`config.mk`:
```
export PLATFORM = sky130hd
export DESIGN_NAME = teller_dispatcher
export DESIGN_NICKNAME = d
export VERILOG_FILES = /design/src/rtl/teller_dispatcher.sv
export SDC_FILE = /design/constraint.sdc
export NUM_CORES = 1
export LEC_CHECK = 0
export BUFFER_PORTS_ARGS = -buffer_cell sky130_fd_sc_hd__buf_2
export CAP_MARGIN = 20
export CORE_MARGIN = 2
export CORE_UTILIZATION = 55
export DETAILED_ROUTE_END_ITERATION = 10
export GPL_TIMING_DRIVEN = 0
export MAX_ROUTING_LAYER = met4
export PLACE_DENSITY = 0.84
export SLEW_MARGIN = 20
export SYNTH_ARGS = -nofsm -noshare
export SYNTH_HDL_FRONTEND = slang
export SYNTH_SLANG_ARGS = --single-unit
```
`constraint.sdc`:
```
create_clock -name i_clk -period 4.2 [get_ports i_clk]
set_input_delay 0.84 -clock i_clk [delete_from_list [all_inputs] [get_ports i_clk]]
set_output_delay 0.84 -clock i_clk [all_outputs]
set_load 0.005 [all_outputs]
```
`src/rtl/teller_dispatcher.sv`:
```
// Teller-side dispatcher for the bank queue: issues tickets on entry,
// calls tickets in order on teller request, and flags customers who do
// not reach the counter in time.
module teller_dispatcher #(
  parameter int CAP      = 7,  // max waiting customers (1..7)
  parameter int TIMEOUT  = 8,  // CALL cycles allowed before no-show (2..15)
  parameter int SVC_TIME = 3,  // service time units per customer
  parameter int TCOUT    = 1   // active tellers (>=1)
) (
  input  logic       i_clk,
  input  logic       i_rst_n,
  input  logic       i_join,
  input  logic       i_next_req,
  input  logic       i_arrived,
  output logic       o_call_valid,
  output logic [2:0] o_call_ticket,
  output logic       o_busy,
  output logic       o_noshow,
  output logic [2:0] o_qcount,
  output logic       o_full,
  output logic       o_empty,
  output logic [4:0] o_wtime
);

  localparam logic [2:0] CAP_Q = 3'(CAP);
  localparam logic [3:0] T_LAST = 4'(TIMEOUT - 1);

  // Wait estimate per possible queue depth, resolved at elaboration so the
  // runtime path is a plain 8-entry lookup on the registered count.
  function automatic logic [7:0][4:0] build_wtab();
    logic [7:0][4:0] t;
    int w;
    for (int q = 0; q < 8; q++) begin
      w = SVC_TIME * ((q + TCOUT - 1) / TCOUT);
      t[q] = (w > 31) ? 5'd31 : 5'(w);
    end
    return t;
  endfunction

  localparam logic [7:0][4:0] WTAB = build_wtab();

  typedef enum logic [1:0] {
    S_IDLE  = 2'd0,
    S_CALL  = 2'd1,
    S_SERVE = 2'd2
  } state_t;

  state_t     r_state, w_state_nxt;
  logic [2:0] r_head, r_tail, r_qcount, r_ticket;
  logic [3:0] r_timer;
  logic       r_noshow;
  logic       w_dispatch, w_timeout, w_join_ok, w_empty, w_full;

  assign w_empty   = (r_qcount == 3'd0);
  assign w_full    = (r_qcount == CAP_Q);
  // A dispatch frees a slot in the same cycle, so a join is never lost then.
  assign w_join_ok = i_join && (!w_full || w_dispatch);

  // Next-state decode; dispatch marks every entry into CALL.
  always_comb begin
    w_state_nxt = r_state;
    w_dispatch  = 1'b0;
    w_timeout   = 1'b0;
    case (r_state)
      S_IDLE: begin
        if (i_next_req && !w_empty) begin
          w_state_nxt = S_CALL;
          w_dispatch  = 1'b1;
        end
      end
      S_CALL: begin
        if (i_arrived) begin
          w_state_nxt = S_SERVE;
        end else if (r_timer == T_LAST) begin
          w_state_nxt = S_IDLE;
          w_timeout   = 1'b1;
        end
      end
      S_SERVE: begin
        if (i_next_req) begin
          if (!w_empty) begin
            w_state_nxt = S_CALL;
            w_dispatch  = 1'b1;
          end else begin
            w_state_nxt = S_IDLE;
          end
        end
      end
      default: w_state_nxt = S_IDLE;
    endcase
  end

  // State register.
  always_ff @(posedge i_clk or negedge i_rst_n) begin
    if (!i_rst_n) r_state <= S_IDLE;
    else          r_state <= w_state_nxt;
  end

  // Ticket pointers, waiting count, call timer and no-show pulse.
  always_ff @(posedge i_clk or negedge i_rst_n) begin
    if (!i_rst_n) begin
      r_head   <= 3'd0;
      r_tail   <= 3'd0;
      r_qcount <= 3'd0;
      r_ticket <= 3'd0;
      r_timer  <= 4'd0;
      r_noshow <= 1'b0;
    end else begin
      r_noshow <= w_timeout;
      if (w_join_ok) r_tail <= r_tail + 3'd1;
      if (w_dispatch) begin
        r_ticket <= r_head;
        r_head   <= r_head + 3'd1;
        r_timer  <= 4'd0;
      end else if (r_state == S_CALL && !i_arrived && !w_timeout) begin
        r_timer <= r_timer + 4'd1;
      end
      case ({w_join_ok, w_dispatch})
        2'b10:   r_qcount <= r_qcount + 3'd1;
        2'b01:   r_qcount <= r_qcount - 3'd1;
        default: r_qcount <= r_qcount;
      endcase
    end
  end

  assign o_call_valid  = (r_state == S_CALL);
  assign o_busy        = (r_state == S_SERVE);
  assign o_call_ticket = r_ticket;
  assign o_noshow      = r_noshow;
  assign o_qcount      = r_qcount;
  assign o_full        = w_full;
  assign o_empty       = w_empty;
  assign o_wtime       = WTAB[r_qcount];

endmodule

```
==> results.md <==
- TritonCTS Buffers: 3
- HPWL after DPL: 1290 um
- R2r setup slk: 1.58 ns
- Seq/Total Area, Yosys: 0.448
- Crit path required time: 4.37 ns
- Fin crit share: 0.625
- Reg2Reg Depth: 9
- Final WL: 1710 um
- FF+latch count, synth: 16
- Total Negative Setup Slacks: 0 ns
- Final Hold Fails: 0
- Synth Net Count: 102
- Rows: 14
- Hold_buf cts: 0
- Crit path DAT: 2.80 ns
- Antenna violation net count after detailed routing: 0
- Synth Flop Type: dfrtp_1
- Via count: 715
- Routability cong.: 0.790
- CTS Sinks: 16
- Clock skew: 0.00316 ns
- DRC errors left: 0
- Max stage delay on crit path: 0.51 ns
- Max_slew headroom: 0.553
- Pre-antenna DRT Iters: 4
- Grt met3 use: 0.0245
- Post-synth top area share: 0.448
- Mean post-synth cell area: 9.93 um^2
- Worst setup EP type: flip-flop
- DIE AREA: 0.00196 mm^2
- Global route hottest layer: met2
- Cell area power density: 731 mW/mm^2
- Yosys Warn Count: 0
- Number of global-route vias before repair: 719
- Port Buf Inserts: 20
- Initial Util: 0.593
- Most frequent cells in the layout: 21 x buf_2, 18 x nand2_1, 16 x dfrtp_1, 7 x inv_1, 6 x ha_1
- Synth Cell Area: 893 um^2
- Final Non-Filler Cells: 130
- Critical path type: reg2reg
- Most common cell after layout, fill and taps aside: buf_2
- Final Slew Violations: 0
- Post-DR wirelength/cell: 13.1 um
- RR Endpoint: o_qcount[2]
- Top delay family on crit path: simple AND/OR/NAND/NOR gates
- EDFF count, synth: 0
- RSZ-0062 raised after global routing: no
- CP Launch Type: flip-flop
- Total gr overflow: 0
- DP Cell Count: 126
- Fmax: 0.381 GHz
- DIE HEIGHT: 44.3 um
- Highest-delay cell along the critical path: nor4_1
- H-tree depth: 1
- DRT iter0 DRCs: 10
- Largest net degree at the start of global routing: 17
- First-pass GRT wire length: 2980 um
- All-layer global routing usage: 0.218
- Core ar.: 0.00151 mm^2
- Die Width: 44.3 um
- Minimum clock period after layout: 2.62 ns
- Area grow syn2layout: 17.5%
- Global Route met2 Usage: 0.374
- Worst Path Max Fanout: 9
- Post-synth ARST share: 1.00
- CTS tree: built
- CTS Buffer Depth: 2
- Post CTS Setup Buffer Count: 0
- Inserted Diodes: 0
- Crit path cell chain: inv_1 -> ha_1 -> nor2b_4 -> nor4_1 -> inv_1 -> fa_1 -> and2b_1 -> a32o_1 -> mux2i_1
- Peak VDD IR: 401 uV
- Final Setup Violations: 0
- Slew @ Worst Pin: 0.664 ns
- LEAKAGE: 0.000566 uW
- RR Startpoint: o_qcount[1]
- Maxcap violations: 0
- Leading area contributor after synthesis: dfrtp_1
- Layout net count: 127
- Clk Latency, worst-skew pair: 0.29 ns
- I/O pin cnt: 21
- Share of cells above drive strength 1: 0.263
- Resized cells post-CTS: 0
- Worst-path clk slew: 0.09 ns
- Min-delay worst type: in2async
- WP buf/inv: 2
- Clk root buf: clkbuf_4
- Cell count after synthesis: 90
- CP most frequent cell: inv_1
- Met1 Use GR: 0.245
- Status: completed
- Post-synth cell types: 31
- Largest cells by area after synthesis: dfrtp_1 45%, ha_1 8.4%, nand2_1 7.6%
- Initial antenna violation count: 0
- Vias per cell: 5.50
## how the worst max path moves through the flow
stage / start / to / slack [ns] / cells after the start
finish: o_qcount[1] / o_qcount[2] / 1.58 / 9
global placement: i_next_req / o_qcount[2] / 1.57 / 8
floorplan: i_next_req / o_qcount[2] / 1.82 / 7
CTS: o_qcount[1] / o_qcount[2] / 1.62 / 9
detailed placement: i_next_req / o_qcount[2] / 1.48 / 8
global route: o_qcount[1] / o_qcount[2] / 1.36 / 9
## worst reg2reg max path, stage by stage (launching register included)
cell and delay (ns):
dfrtp_1 0.49, inv_1 0.12, ha_1 0.19, nor2b_4 0.13, nor4_1 0.51, inv_1 0.12
fa_1 0.43, and2b_1 0.24, a32o_1 0.18, mux2i_1 0.09
## registers in the layout, indices dropped and copies added (netlist names)
name / count
r_timer: 4
o_call_ticket: 3
o_qcount: 3
r_head: 3
r_state: 2
o_noshow: 1
## synthesized netlist by cell type, types with 3 or more instances
library cell  number
a21oi_1            4
dfrtp_1           16
ha_1               6
inv_1              7
mux2i_1            3
nand2_1           18
nor2_1             3
xnor2_1            3
## stage by stage
step / hold slack (ns) / util / area, um^2 / power, uW / setup WS (ns)
finish: 0.439 / 0.697 / 1050 / 767 / 1.58
global route: 0.466 / 0.697 / 1050 / 836 / 1.36
CTS: 0.445 / 0.697 / 1050 / 775 / 1.62
detailed placement: 0.459 / 0.673 / 1010 / 668 / 1.48
global placement: 0.455 / 0.673 / 1010 / 641 / 1.57
floorplan: 0.445 / - / 893 / 529 / 1.82
## cell type report
| class | instances | area [um^2] |
|---|---|---|
| Fill cell | 127 | 457 |
| Multi-Input combinational cell | 63 | 432 |
| Sequential cell | 16 | 400 |
| Timing Repair Buffer | 20 | 100 |
| Clock buffer | 4 | 36.3 |
| Buffer | 4 | 35.0 |
| Inverter | 7 | 26.3 |
| Tap cell | 16 | 20.0 |
## logic make-up after synthesis
kind of cell    after synthesis  share of synthesized area
fa+ha+maj                     7                      0.106
mux                           3                     0.0336
buf+inv                      11                     0.0686
compound gates                9                     0.0672
simple gates                 39                      0.227
flops                        16                      0.448
xor+xnor                      5                     0.0490
## power breakdown
part | switching (uW) | leakage, uW | internal, uW
Clock | 50.8 | 0.0000210 | 52.9
Combinational | 194 | 0.000342 | 196
Sequential | 58.5 | 0.000203 | 216
Total | 303 | 0.000566 | 464
## layer usage
metal,wire (um),share of wire
met5,0,0
met4,38,0.022
met3,65,0.038
met2,877,0.51
met1,724,0.42
Power figures use the tool's default switching activity.
